[src/rtl/load_store_unit_pkg.sv]
// Shared types and constants for the load/store unit.
// Contents: RV32 load/store opcodes and funct3 codes, FSM state enum,
// access-size enum and the funct3 -> size decode helper.
package load_store_unit_pkg;

  localparam logic [6:0] OPCODE_LOAD  = 7'b0000011;
  localparam logic [6:0] OPCODE_STORE = 7'b0100011;

  localparam logic [2:0] F3_LB  = 3'b000;
  localparam logic [2:0] F3_LH  = 3'b001;
  localparam logic [2:0] F3_LW  = 3'b010;
  localparam logic [2:0] F3_LBU = 3'b100;
  localparam logic [2:0] F3_LHU = 3'b101;
  localparam logic [2:0] F3_SB  = 3'b000;
  localparam logic [2:0] F3_SH  = 3'b001;
  localparam logic [2:0] F3_SW  = 3'b010;

  typedef enum logic [1:0] {
    LSU_IDLE = 2'd0,
    LSU_REQ  = 2'd1,
    LSU_WAIT = 2'd2,
    LSU_DONE = 2'd3
  } lsu_state_e;

  typedef enum logic [1:0] {
    MEM_BYTE = 2'd0,
    MEM_HALF = 2'd1,
    MEM_WORD = 2'd2
  } mem_size_e;

  // Unknown size encodings fall back to a word access.
  function automatic mem_size_e size_from_funct3(input logic [1:0] size_bits);
    case (size_bits)
      2'b00:   return MEM_BYTE;
      2'b01:   return MEM_HALF;
      default: return MEM_WORD;
    endcase
  endfunction

endpackage

[src/rtl/load_store_unit_align.sv]
// Combinational lane logic for the load/store unit.
// Ports:
//   offset      in  byte offset within the word (addr[1:0])
//   funct3      in  access size / signedness
//   wdata       in  raw store data (rs2)
//   rdata_word  in  word returned by memory
//   store_be    out byte enables for a store
//   store_wdata out lane-replicated store data
//   load_data   out extracted and extended load result
//   misaligned  out access crosses its natural alignment
module lsu_align
  import load_store_unit_pkg::*;
#(
  parameter int unsigned DWIDTH = 32
) (
  input  logic [1:0]        offset,
  input  logic [2:0]        funct3,
  input  logic [DWIDTH-1:0] wdata,
  input  logic [DWIDTH-1:0] rdata_word,
  output logic [3:0]        store_be,
  output logic [DWIDTH-1:0] store_wdata,
  output logic [DWIDTH-1:0] load_data,
  output logic              misaligned
);

  mem_size_e   size;
  logic [7:0]  lane_b;
  logic [15:0] lane_h;
  logic        zero_ext;

  assign size     = size_from_funct3(funct3[1:0]);
  assign zero_ext = funct3[2];

  // Select the addressed byte / halfword out of the read word.
  assign lane_b = 8'(rdata_word >> {offset, 3'b000});
  assign lane_h = 16'(rdata_word >> {offset[1], 4'b0000});

  always_comb begin
    store_be    = 4'b1111;
    store_wdata = wdata;
    load_data   = rdata_word;
    misaligned  = 1'b0;
    case (size)
      MEM_BYTE: begin
        store_be    = 4'b0001 << offset;
        store_wdata = {4{wdata[7:0]}};
        load_data   = zero_ext ? DWIDTH'(lane_b)
                               : {{(DWIDTH-8){lane_b[7]}}, lane_b};
      end
      MEM_HALF: begin
        store_be    = offset[1] ? 4'b1100 : 4'b0011;
        store_wdata = {2{wdata[15:0]}};
        load_data   = zero_ext ? DWIDTH'(lane_h)
                               : {{(DWIDTH-16){lane_h[15]}}, lane_h};
        misaligned  = offset[0];
      end
      default: begin
        misaligned = (offset != 2'b00);
      end
    endcase
  end

endmodule

[src/rtl/load_store_unit.sv]
// Memory-stage load/store unit: runs one req/gnt/rvalid transaction per
// request and returns an aligned, extended load result.
// Ports:
//   clk, reset            clock, synchronous active-high reset
//   start_i               request valid from execute (sampled in IDLE)
//   opcode_i, funct3_i    decoded instruction fields
//   addr_i, wdata_i       effective address, store data
//   busy_o                pipeline stall request
//   done_o, misalign_o    completion pulse and misalignment flag
//   rdata_o               extended load result, held until next done
//   mem_*                 data memory request/response interface
module load_store_unit
  import load_store_unit_pkg::*;
#(
  parameter int unsigned AWIDTH = 32,
  parameter int unsigned DWIDTH = 32
) (
  input  logic              clk,
  input  logic              reset,
  input  logic              start_i,
  input  logic [6:0]        opcode_i,
  input  logic [2:0]        funct3_i,
  input  logic [AWIDTH-1:0] addr_i,
  input  logic [DWIDTH-1:0] wdata_i,
  output logic              busy_o,
  output logic              done_o,
  output logic [DWIDTH-1:0] rdata_o,
  output logic              misalign_o,
  output logic              mem_req_o,
  output logic              mem_we_o,
  output logic [AWIDTH-1:0] mem_addr_o,
  output logic [3:0]        mem_be_o,
  output logic [DWIDTH-1:0] mem_wdata_o,
  input  logic              mem_gnt_i,
  input  logic              mem_rvalid_i,
  input  logic [DWIDTH-1:0] mem_rdata_i
);

  lsu_state_e        state_q, state_d;

  logic [6:0]        opcode_q;
  logic [2:0]        funct3_q;
  logic [AWIDTH-1:0] addr_q;
  logic [DWIDTH-1:0] wdata_q;

  logic              take;
  logic [6:0]        cur_opcode;
  logic [2:0]        cur_funct3;
  logic [AWIDTH-1:0] cur_addr;
  logic [DWIDTH-1:0] cur_wdata;
  logic              is_load, is_store, is_ldst;

  logic [3:0]        store_be;
  logic [DWIDTH-1:0] store_wdata;
  logic [DWIDTH-1:0] load_data;
  logic              align_misaligned;
  logic              misaligned;

  logic              done_d, misalign_d, req_d, we_d;
  logic [DWIDTH-1:0] rdata_d, wdata_d;
  logic [AWIDTH-1:0] addr_d;
  logic [3:0]        be_d;

  // Fields of the access being issued: live inputs on the accepting
  // cycle so the registered mem_* outputs are valid on the first REQ cycle.
  assign take       = (state_q == LSU_IDLE) && start_i;
  assign cur_opcode = take ? opcode_i : opcode_q;
  assign cur_funct3 = take ? funct3_i : funct3_q;
  assign cur_addr   = take ? addr_i   : addr_q;
  assign cur_wdata  = take ? wdata_i  : wdata_q;

  assign is_load  = (cur_opcode == OPCODE_LOAD);
  assign is_store = (cur_opcode == OPCODE_STORE);
  assign is_ldst  = is_load || is_store;

  lsu_align #(.DWIDTH(DWIDTH)) u_align (
    .offset      (cur_addr[1:0]),
    .funct3      (cur_funct3),
    .wdata       (cur_wdata),
    .rdata_word  (mem_rdata_i),
    .store_be    (store_be),
    .store_wdata (store_wdata),
    .load_data   (load_data),
    .misaligned  (align_misaligned)
  );

  assign misaligned = is_ldst && align_misaligned;

  // State register.
  always_ff @(posedge clk) begin
    if (reset) state_q <= LSU_IDLE;
    else       state_q <= state_d;
  end

  // Next-state logic.
  always_comb begin
    state_d = state_q;
    case (state_q)
      LSU_IDLE: begin
        if (start_i) begin
          if (is_ldst && !misaligned) state_d = LSU_REQ;
          else                        state_d = LSU_DONE;
        end
      end
      LSU_REQ: begin
        if (mem_gnt_i) state_d = is_store ? LSU_DONE : LSU_WAIT;
      end
      LSU_WAIT: begin
        if (mem_rvalid_i) state_d = LSU_DONE;
      end
      default: state_d = LSU_IDLE;
    endcase
  end

  // Output logic: next values for the registered outputs, plus the stall.
  always_comb begin
    req_d      = (state_d == LSU_REQ);
    we_d       = req_d && is_store;
    addr_d     = '0;
    be_d       = '0;
    wdata_d    = '0;
    done_d     = (state_d == LSU_DONE);
    misalign_d = take && misaligned;
    rdata_d    = rdata_o;
    if (req_d) begin
      addr_d  = {cur_addr[AWIDTH-1:2], 2'b00};
      be_d    = is_store ? store_be : 4'b1111;
      wdata_d = is_store ? store_wdata : '0;
    end
    if ((state_q == LSU_WAIT) && mem_rvalid_i) rdata_d = load_data;
    else if (misalign_d)                       rdata_d = '0;
    busy_o = !reset && (take || (state_q == LSU_REQ) || (state_q == LSU_WAIT));
  end

  // Output and request-field registers.
  always_ff @(posedge clk) begin
    if (reset) begin
      done_o      <= 1'b0;
      misalign_o  <= 1'b0;
      rdata_o     <= '0;
      mem_req_o   <= 1'b0;
      mem_we_o    <= 1'b0;
      mem_addr_o  <= '0;
      mem_be_o    <= '0;
      mem_wdata_o <= '0;
      opcode_q    <= '0;
      funct3_q    <= '0;
      addr_q      <= '0;
      wdata_q     <= '0;
    end else begin
      done_o      <= done_d;
      misalign_o  <= misalign_d;
      rdata_o     <= rdata_d;
      mem_req_o   <= req_d;
      mem_we_o    <= we_d;
      mem_addr_o  <= addr_d;
      mem_be_o    <= be_d;
      mem_wdata_o <= wdata_d;
      if (take) begin
        opcode_q <= opcode_i;
        funct3_q <= funct3_i;
        addr_q   <= addr_i;
        wdata_q  <= wdata_i;
      end
    end
  end

endmodule

[config.mk]
export PLATFORM = sky130hd
export DESIGN_NAME = load_store_unit
export DESIGN_NICKNAME = d
export VERILOG_FILES = /design/src/rtl/load_store_unit_pkg.sv /design/src/rtl/load_store_unit_align.sv /design/src/rtl/load_store_unit.sv
export SDC_FILE = /design/constraint.sdc
export NUM_CORES = 1
export LEC_CHECK = 0
export ABC_AREA = 1
export BUFFER_PORTS_ARGS = -buffer_cell sky130_fd_sc_hd__buf_4
export CORE_UTILIZATION = 40
export CTS_CLUSTER_SIZE = 8
export DETAILED_ROUTE_END_ITERATION = 10
export HOLD_SLACK_MARGIN = 0.03
export PLACE_DENSITY = 0.64
export RECOVER_POWER = 50
export SYNTH_ARGS = -nofsm -noshare
export SYNTH_HDL_FRONTEND = slang
export SYNTH_SLANG_ARGS = --single-unit
[constraint.sdc]
create_clock -name clk -period 2.5 [get_ports clk]
set_input_delay 0.25 -clock clk [delete_from_list [all_inputs] [get_ports clk]]
set_output_delay 0.25 -clock clk [all_outputs]
set_load 0.02 [all_outputs]
==> metrics.txt <==
outcome=complete, no violations; Compound-Gate Fraction of Synth Area=8.481%; mux contribution to synthesized area=7.774%; crit path cell chain=nor2_4, nand2_4, nand2_1, nand2_1, buf_4, nand2_1, nand2_1, nand2_1, nand4_4, nand3_4, nand2_1, a21oi_1; CP max stage cell=dfxtp_1; Top Ports=216; Synth area leaders=dfxtp_1, nor2_1, mux2i_1, nand2_1, inv_1; worst path bufs/invs=1; main combinational cell family by area after synthesis=simple AND/OR/NAND/NOR gates; relative slew slack=43.56%; main flop type after synthesis=dfxtp_1; final worst slack=0.2691 ns; Setup Buffers After CTS=0; total grt overflow=0; endpoints failing hold=0; gpl congestion=0.9137; RSZ-0062 raised after global routing=false; H-tree depth=4; die area=0.01824 mm2; ANT cells=0; Post-synth EDFFs=0; residual DRC count=0; Crit. path cell count=12; TritonCTS clock tree=done; clock sinks=178; Cells after Synth=888; Synth Area in Simple Gates=25.30%; num rows=48; layout cells sized above 1=17.71%; Fillers=1,806; register area share after synthesis=50.32%; vias in the first global route=5,899; highest net fanout along the worst path=23; Worst-Skew Late Latency=0.43 ns; VDD IR max=564.2 uV; Hold Path Origin=addr_i[10]; Avg Inst Size Synth=7.975 um2; synth-to-layout area growth=27.67%; Seq cells post-synth=178; die width=135.1 um; Clock Tree Buf Depth=2; layout net count=1,199; Worst Tran Pin Value=0.8466 ns; initial core utilization=40.94%; clock root cell=clkbuf_16; vias=6,305; hpwl dp=13,730 um; FF-to-FF path depth=12; Port Buffers=213; Synth cell types=34; Power Density=854.4 mW/mm2; setup TNS=0 ns; core area=0.01730 mm2; Via-to-Cell Ratio=4.755; routed wl met2=9351 um; Synthesis Warnings=0; Critical path origin=state_q[0]; Adder-Cell Fraction of Synth Area=0%; Num CTS Buffers=17; clk slew on worst S/H paths=0.07 ns; Critical Path End Type=register; family with the most delay on the worst path=simple AND/OR/NAND/NOR gates; WL met3=1381 um; Wirelength per Cell=14.73 um; Crit path largest cell delay=0.47 ns; Place WS=0.1655 ns; Final Cycle Share=89.24%; Hold Crit Class=in -> reg; # setup viols final=0; GRT Total Usage=21.07%; final slew viol count=0; top-area cell type share of the netlist area=50.32%; clock skew=0.01053 ns; Routed Antenna Nets=0; Max-Cap Viols=0; cell accounting for the most synthesized area=dfxtp_1; WS Path Type=reg -> reg; Max Fclk=448.2 MHz; clock period minus worst slack=2.231 ns; 1st-pass router iterations=4; Tot Pwr=7.725 mW; leakage=4.298 nW; global-route wire length before repair=29,710 um; Req. time, crit path=2.79 ns; initial DRC count=316; final instance area=0.009041 mm2; Post-DP Area=0.008807 mm2; Arr. time, crit path=2.52 ns; met1 wire length=8540 um; Top Layer Used=met4; hold slack=0.07426 ns; Die H=135.1 um; Hold Path Depth=3; largest net degree at the start of global routing=53; Startpoint Class=register; final WL=19,540 um; Crit path top cell by count=nand2_1; Crit Reg-Reg Startpoint=state_q[0]; initial antenna violation count=0; Mapped Area=0.007082 mm2; asr flop ratio synth=0%; Post-Synth XOR/XNOR Area=0%
## worst reg2reg max path, delay by kind of cell (launching register included)
family          cells  cell delay (ns)
simple gates       10             1.33
flops               1             0.47
buf+inv             1             0.23
compound gates      1             0.07
## Yosys cell counts (3+ instances only)
library cell,number
mux2i_1,55
dfxtp_1,178
o21ai_2,4
clkbuf_1,21
buf_2,10
or2_2,7
buf_6,5
nand2_1,134
nor2_1,186
o21ai_0,52
nand2_2,3
nor2_2,11
buf_1,3
a21oi_1,46
nor2_4,5
inv_1,77
o21ai_1,6
buf_4,11
nand3_1,55
## logic make-up (layout without fill, tap and decap cells)
kind of cell    Yosys count  count (layout)
simple gates            413             414
other cells               1               2
mux                      55              55
buf+inv                 128             339
flops                   178             178
compound gates          113             113
## sequential cells by signal, summed over array words and instances, names as in the netlist
register and count:
done_o 1, mem_wdata_o 32, funct3_q 3, wdata_q 32, misalign_o 1, mem_be_o 4
rdata_o 32, mem_req_o 1, opcode_q 7, addr_q 32, state_q 2, mem_addr_o 30
mem_we_o 1
## stage by stage
stage | std cells | utilization [%]
floorplan | 889 | -
global placement | 1293 | 50.92
detailed placement | 1293 | 50.92
CTS | 1325 | 54.40
global route | 1326 | 52.27
finish | 1326 | 52.27
## layer usage
metal,vias to the layer above,track usage (%)
li1,3216,-
met1,2875,25.71
met2,197,35.31
met3,17,6.381
met4,0,6.866
met5,-,0
## final cells by class
cell class | instances | area, um2 | share of cell area (%)
Clock buffer | 19 | 452.9 | 5.010
Sequential cell | 178 | 3563 | 39.41
Multi-Input combinational cell | 584 | 2968 | 32.83
Clock inverter | 13 | 148.9 | 1.647
Inverter | 78 | 292.8 | 3.238
Tap cell | 225 | 281.5 | 3.114
Timing Repair Buffer | 229 | 1334 | 14.75
## report_power, final
part	leakage (nW)	switching, mW	internal (mW)
Combinational	2.55	1.24	0.647
Sequential	1.45	0.0766	3.05
Clock	0.303	1.16	1.55
## placed cells by master (no fill, tap or decap), types with 3 or more instances in the layout
cell type / n
clkinv_2: 4
nor2_2: 11
inv_8: 3
nand2_1: 134
clkbuf_1: 103
nand2_2: 3
o21ai_1: 6
inv_1: 77
o21ai_0: 54
nor2_1: 186
dfxtp_1: 178
nor2_4: 5
mux2i_1: 55
buf_4: 124
a21oi_1: 46
nand3_1: 55
clkbuf_16: 17
or2_2: 7
nand3_4: 3
## path summary, 6_finish.rpt
check / to / slack, ns
min: addr_q[10] / 0.07
max: rdata_o[22] / 0.27
min reg2reg: opcode_q[1] / 0.48
max reg2reg: rdata_o[22] / 0.27
## repair_timing
item                                    4_1_cts  5_1_grt
hold buffers                                  0        0
gates resized for setup                       0        3
endpoints found under the setup margin        0       45
Power figures use the tool's default switching activity.
